**config.mk**
```make
export PLATFORM = sky130hd
export DESIGN_NAME = jtag_master
export DESIGN_NICKNAME = d
export VERILOG_FILES = /design/src/rtl/jtag_master.sv
export SDC_FILE = /design/constraint.sdc
export NUM_CORES = 1
export LEC_CHECK = 0
export CORE_MARGIN = 2
export CORE_UTILIZATION = 30
export CTS_CLUSTER_SIZE = 40
export DETAILED_ROUTE_END_ITERATION = 7
export PLACE_DENSITY_LB_ADDON = 0.08
export SYNTH_ARGS = -nofsm -noshare
export SYNTH_HDL_FRONTEND = slang
export SYNTH_SLANG_ARGS = --single-unit
```
**constraint.sdc**
```tcl
create_clock -name clk -period 3.7 [get_ports clk]
set_input_delay 0.74 -clock clk [delete_from_list [all_inputs] [get_ports clk]]
set_output_delay 0.74 -clock clk [all_outputs]
set_load 0.02 [all_outputs]
```
**src/rtl/jtag_master.sv**
```systemverilog
// JTAG scan master: TAP reset, IR scan and DR scan over TCK/TMS/TDI/TDO.
// Define JTAG_MASTER_TDO_CAPTURE_EN to capture TDO into rsp_data.
module jtag_master #(
    parameter int DATA_W = 32
) (
    input  logic              clk,
    input  logic              rst_n,
    input  logic              cmd_valid,
    output logic              cmd_ready,
    input  logic [1:0]        cmd_type,
    input  logic [5:0]        cmd_len,
    input  logic [DATA_W-1:0] cmd_data,
    output logic              rsp_valid,
    input  logic              rsp_ready,
    output logic [DATA_W-1:0] rsp_data,
    output logic              rsp_err,
    output logic              tck,
    output logic              tms,
    output logic              tdi,
    input  logic              tdo
);

    typedef enum logic [2:0] {
        INIT_RST, IDLE, PRE, SHIFT, POST, RSP
    } state_t;

    localparam logic [5:0] MAXN = 6'(DATA_W);

    state_t            state_q, state_d, after;
    logic              ph_q, ph_d;
    logic [5:0]        cnt_q, cnt_d;
    logic [5:0]        n_q, n_d;
    logic [5:0]        span;
    logic [1:0]        typ_q, typ_d;
    logic [DATA_W-1:0] sh_q, sh_d;
    logic              err_q, err_d;
    logic              last, active, bad;

    always_ff @(posedge clk or negedge rst_n) begin
        if (!rst_n) begin
            state_q <= INIT_RST;
            ph_q    <= 1'b0;
            cnt_q   <= '0;
            n_q     <= '0;
            typ_q   <= '0;
            sh_q    <= '0;
            err_q   <= 1'b0;
        end else begin
            state_q <= state_d;
            ph_q    <= ph_d;
            cnt_q   <= cnt_d;
            n_q     <= n_d;
            typ_q   <= typ_d;
            sh_q    <= sh_d;
            err_q   <= err_d;
        end
    end

    always_comb begin
        state_d   = state_q;
        ph_d      = ph_q;
        cnt_d     = cnt_q;
        n_d       = n_q;
        typ_d     = typ_q;
        sh_d      = sh_q;
        err_d     = err_q;
        cmd_ready = 1'b0;
        rsp_valid = 1'b0;
        tms       = 1'b0;
        span      = 6'd1;
        after     = IDLE;
        active    = 1'b0;
        bad       = 1'b0;

        // TMS path length and successor state of each TCK-driven state
        unique case (state_q)
            INIT_RST: begin
                span  = 6'd6;
                after = IDLE;
            end
            PRE: begin
                span  = (typ_q == 2'd0) ? 6'd6 :
                        (typ_q == 2'd1) ? 6'd4 : 6'd3;
                after = (typ_q == 2'd0) ? RSP : SHIFT;
            end
            SHIFT: begin
                span  = n_q;
                after = POST;
            end
            POST: begin
                span  = 6'd2;
                after = RSP;
            end
            default: ;
        endcase

        last = (cnt_q == span - 6'd1);

        unique case (state_q)
            INIT_RST: begin
                active = 1'b1;
                tms    = (cnt_q < 6'd5);
            end
            PRE: begin
                active = 1'b1;
                unique case (typ_q)
                    2'd0:    tms = (cnt_q < 6'd5);
                    2'd1:    tms = (cnt_q < 6'd2);
                    default: tms = (cnt_q == 6'd0);
                endcase
            end
            SHIFT: begin
                active = 1'b1;
                tms    = last;
            end
            POST: begin
                active = 1'b1;
                tms    = (cnt_q == 6'd0);
            end
            IDLE: begin
                cmd_ready = 1'b1;
                if (cmd_valid) begin
                    bad     = (cmd_type == 2'd3) ||
                              (cmd_type != 2'd0 && cmd_len == 6'd0);
                    typ_d   = cmd_type;
                    n_d     = (cmd_len > MAXN) ? MAXN : cmd_len;
                    sh_d    = cmd_data;
                    err_d   = bad;
                    cnt_d   = '0;
                    ph_d    = 1'b0;
                    state_d = bad ? RSP : PRE;
                end
            end
            RSP: begin
                rsp_valid = 1'b1;
                if (rsp_ready) state_d = IDLE;
            end
            default: ;
        endcase

        if (active) begin
            if (!ph_q) begin
                ph_d = 1'b1;
            end else begin
                ph_d = 1'b0;
                if (state_q == SHIFT) sh_d = sh_q >> 1;
                if (last) begin
                    cnt_d   = '0;
                    state_d = after;
                end else begin
                    cnt_d = cnt_q + 6'd1;
                end
            end
        end

        tck = active && ph_q;
        tdi = (state_q == SHIFT) && sh_q[0];
    end

    assign rsp_err = err_q;

`ifdef JTAG_MASTER_TDO_CAPTURE_EN
    logic [DATA_W-1:0] cap_q;

    // TDO is taken on the edge that raises TCK, i.e. end of the low phase
    always_ff @(posedge clk or negedge rst_n) begin
        if (!rst_n)
            cap_q <= '0;
        else if (state_q == IDLE && cmd_valid)
            cap_q <= '0;
        else if (state_q == SHIFT && !ph_q)
            cap_q <= cap_q | (DATA_W'(tdo) << cnt_q);
    end

    assign rsp_data = cap_q;
`else
    logic unused_tdo;
    assign unused_tdo = tdo;
    assign rsp_data   = '0;
`endif

endmodule
```
== Yosys cells after proc, flatten, opt, wreduce, memory -nomap -nowiden ==
Cells that the tools add are included.
Word-level totals
  bits in registers: 51
  bits in latches: 0
  memory bits (writable): 0
  ROM bits: 0
  input bits: 45
  output and inout port bits: 38
  word-level logic and storage cells: 66
  memories kept: 0
Operators by class
  add/subtract/negate cells: 2
  multiply operators: 0
  div/mod/pow operators: 0
  $lt $le $gt $ge: 3
  eq/ne operators: 8
  shift operators: 0
  multiplexer cells: 32
  bitwise logic cells: 0
  reduce and logical (&&, ||, !) cells: 14
Operators with widths (number)
  $mux W32: 5
  $mux W6: 6
  $mux W3: 9
  $pmux W6 S4: 1
  $logic_not A6 Y1: 2
  $pmux W3 S3: 1
  $mux W1: 7
  $add A6 B1 Y6 const B: 1
  $eq A3 B2 Y1 const B: 2
  $eq A3 B3 Y1 const B: 2
  $eq A6 B6 Y1: 1
  $gt A6 B6 Y1 const B: 1
  $lt A6 B2 Y1 const B: 1
  $lt A6 B3 Y1 const B: 1
  $pmux W3 S2: 1
  $reduce_bool A2 Y1: 3
  $sub A6 B1 Y6 const B: 1
  $pmux W1 S4: 1
  $reduce_and A2 Y1: 2
  $reduce_or A4 Y1: 1
  $eq A3 B1 Y1 const B: 1
  $logic_and A1 B1 Y1: 3
  $logic_not A3 Y1: 1
  $eq A2 B1 Y1 const B: 1
  4 further kinds: 4

== Longest topological paths before layout ==
  depth after elaboration: 9
  gate-level depth with buffers: 11
  gate-level depth less buffers: 9

== Worst setup path before layout ==
No wires, ideal clock.
  kind: flip-flop to output port
  start: reg state_q[2]
  end: out tms
  arrival time: 2452 ps
  setup slack: 508 ps
  stages on the path, launching flop included: 11
  buffers on the path: 2
  cells stage by stage: dfrtp_1 -> clkbuf_1 -> nor3_1 -> or3_1 -> ha_1 -> inv_1 -> nor4_1 -> o31a_1 -> nor4_2 -> buf_4 -> a22o_1
On the way
  cells in the longest elaborated chain, start to end: 5
  elaborated cells on any way between the ends: 8
  those cells by class: add/sub: 1; eq/ne: 4; mux: 2; reduce/logical: 1
Ends and longest elaborated chain
  from (decl): RTL line 29  | state_t state_q, state_d, after;
  from (signal assigned): RTL line 49  | state_q <= state_d;
  $eq A3 B3 Y1 (tied with other cells): RTL line 76, 99
  $pmux W6 S4: RTL line 76  | unique case (state_q)
  $sub A6 B1 Y6: RTL line 97  | last = (cnt_q == span - 6'd1);
  $eq A6 B6 Y1: RTL line 97
  $pmux W1 S4 *: RTL line 99  | unique case (state_q)
  to (decl): RTL line 18  | output logic tms,
Mark *: on every way between the ends. The rest lies on a longest branch, timed or not.

== Final worst setup path ==
  start: reg state_q[0]
  end: out tms
The elaborated chain is that of the path after synthesis.

==> reports/metrics.yaml <==
critical_path:
  worstSetupEndpointType: "primary output"
  crit_arrival_ps: 2830
  cp-startpoint: "state_q[0]$_DFF_PN0_"
  r2r_end: "cnt_q[5]$_DFF_PN0_"
  criticalPathCategory: "reg2out"
  cp.required_ps: 2960
  reg2reg_depth: 10
  r2r-start: "state_q[0]$_DFF_PN0_"
  reg2reg_setup_slack_ps: 920
  crit_fanout: 6
  crit_path_start_kind: "flop"
synth:
  synth_top_area_share_pct: 41.41
  synth_warnings: 0
  syn_inst: 379
  synth_xor_area_share_pct: 1.137
  synth_edf_count: 0
  synth.area.mux_share_pct: 1.299
  yosys-top-cells-area: "dfrtp_1 (41%), nand2_1 (11%), buf_4 (8.0%)"
  syn-cell-area_mm2: 0.003082
  yosys.area_share.adder_pct: 1.949
  synth-compound-area-share_pct: 15.96
  ys_seq_area_share_pct: 41.41
  yosys.area.top_type: "dfrtp_1"
  synth_flop_cell: "dfrtp_1"
  synth_seq_cells: 51
  syn_area_per_cell_um2: 8.131
  synth_top_family_by_area: "simple AND/OR/NAND/NOR gates"
  yosysUniqueCellTypes: 53
  synth-simple-area-share_pct: 25.74
  async_reset_ff_share_pct: 100.0
place:
  hpwlAfterDp_mm: 5.082
  pre_cts_ws_ps: -34.35
  place_congestion: 0.7886
  placed_cell_area_mm2: 0.003616
  numPortBuffers: 49
die:
  num_io_pins: 83
  die_h_um: 105.4
  rows: 36
  core_area_mm2: 0.009864
  die_area_mm2: 0.01110
  die_width_um: 105.4
  initial_core_util_pct: 31.24
global_routing:
  grt-ovfl-total: 0
  antenna_found_initial: 0
  grt_pass1_vias: 2573
  grt_start_max_net_pins: 63
  grt_pass1_wl_mm: 12.15
  grtUsageTotal_pct: 13.29
timing:
  fmax_mhz: 279.7
  finalCritPeriodShare_pct: 96.61
  fin_ws_ps: 125.3
  fin_skew_ps: 9.445
  worst-slew-pin-transition_ps: 1046
  setup_tns_ps: 0
  min_period_ps: 3575
  drv_slew: 0
  setup_violations: 0
  rsz0062_at_grt: "no"
  slew-limit-headroom_pct: 30.04
  hold_violations: 0
power_and_ir_drop:
  total_power_w: 0.002729
  cellLeakagePower_nw: 1.641
  power_density_mw_per_mm2: 727.8
  ir_drop_mv: 0.2157
route:
  routed_wl_mm: 7.128
  drtPass1Iterations: 5
  vias: 2597
  drc: 0
  wl_per_cell_um: 12.77
  vias_per_cell: 4.654
  dr.first_iter.drc_count: 128
  antenna_left: 0
cells_and_area:
  n_antenna_cell: 0
  layout_common_cells: "nand2_1 (86), dfrtp_1 (49), clkdlybuf4s50_1 (47), nor2_1 (40), a31oi_1 (33)"
  nNetsFinal: 473
  nFillCells: 1049
  layout-drive-gt1-share_pct: 9.647
  final_common_cell: "nand2_1"
  fin_area_mm2: 0.003750
  post-route-util_pct: 38.01
  synthToLayoutAreaGrowth_pct: 21.68
clocking:
  cts.path.max_buffers: 2
  cts_tree: "yes"
  cts_root_buf: "clkbuf_8"
  cts_sinks: 51
  htreeDepth: 2
  hold_buffers: 0
  insertion_delay_ps: 310
  numCtsBuffers: 5
  cts.clk_slew.worst_paths_ps: 100
job:
  cap_violations: 0
outcome:
  status: "completed"
worst_hold_path:
  min_path_type: "in2async"
## where the power goes
group,total [W],internal (W),switching (W)
combinational,0.00135,0.000625,0.000725
clock,0.000352,0.000154,0.000198
sequential,0.00103,0.000824,0.000203
total,0.00273,0.00160,0.00113
## state kept, by name (all words and copies together), names as in the netlist
| signal | flops |
|---|---|
| rsp_err | 1 |
| n_q | 6 |
| typ_q | 2 |
| cnt_q | 6 |
| ph_q | 1 |
| sh_q | 32 |
| state_q | 3 |
## routing by layer
metal  GRT usage [%]  share of wire [%]  up-vias
li1                -                  -     1317
met1           17.25                 46     1207
met2           22.67                 48       66
met3           2.412                4.5        7
met4           3.524               0.97        0
met5               0                  0        -
## how the worst max path moves through the flow
stage,endpoint,cells past startpoint
final,tms,9
after global routing,tms,9
after CTS,tms,9
after detailed placement,tms,9
after global placement,tms,9
after floorplan,tms,10
## critical path, stage by stage (launching register included)
cell	delay (ps)
dfrtp_2	440
or3b_4	440
a31oi_4	210
ha_2	220
inv_1	70
o21a_1	180
o31a_1	260
nor4_4	290
a22o_1	170
clkdlybuf4s15_2	260
## layout make-up
class | instances | area [um2] | share of cell area, %
Clock inverter | 2 | 13.76 | 0.3670
Timing Repair Buffer | 65 | 606.8 | 16.18
Tap cell | 133 | 166.4 | 4.438
Multi-Input combinational cell | 293 | 1572 | 41.91
Inverter | 8 | 30.03 | 0.8008
Sequential cell | 51 | 1279 | 34.10
Clock buffer | 6 | 82.58 | 2.202
## cells in the mapped netlist, types with 2 or more instances
cell type / number
a21o_1: 3
nand3_1: 6
a21oi_1: 5
a22oi_1: 2
xor2_1: 2
o21a_1: 2
nor3_1: 6
clkbuf_1: 21
ha_1: 4
nor4_1: 5
or2_2: 4
nand4_1: 2
xnor2_1: 2
nor2_1: 41
nand2b_1: 8
buf_4: 33
inv_1: 8
nand4b_1: 3
a31oi_1: 34
nand3b_1: 2
nand2_1: 87
buf_2: 2
o21ai_0: 8
o31ai_1: 3
a211oi_1: 2
dfrtp_1: 51
mux2i_1: 4
a211o_1: 3
nor3b_1: 2
## kinds of logic (layout without fill, tap and decap cells)
logic type	after synthesis	in the layout
compound gates	73	73
xor+xnor	4	4
fa+ha+maj	5	5
buf+inv	66	81
flops	51	51
mux	4	4
other cells	1	32
simple gates	175	175
## repair_timing
item                                    4_1_cts  5_1_grt
gates resized for setup                       5        4
endpoints found under the setup margin        1        1
buffers inserted                              0        1
pin swaps                                     0        3
## stage by stage
stage / cells / hold WS, ps
4_1_cts: 557 / 501.7
2_1_floorplan: 410 / 444.4
3_5_place_dp: 549 / 492.3
3_3_place_gp: 549 / 495.1
5_1_grt: 558 / 519.3
6_report: 558 / 476.2
No activity file was read; power rests on OpenSTA's default activity.
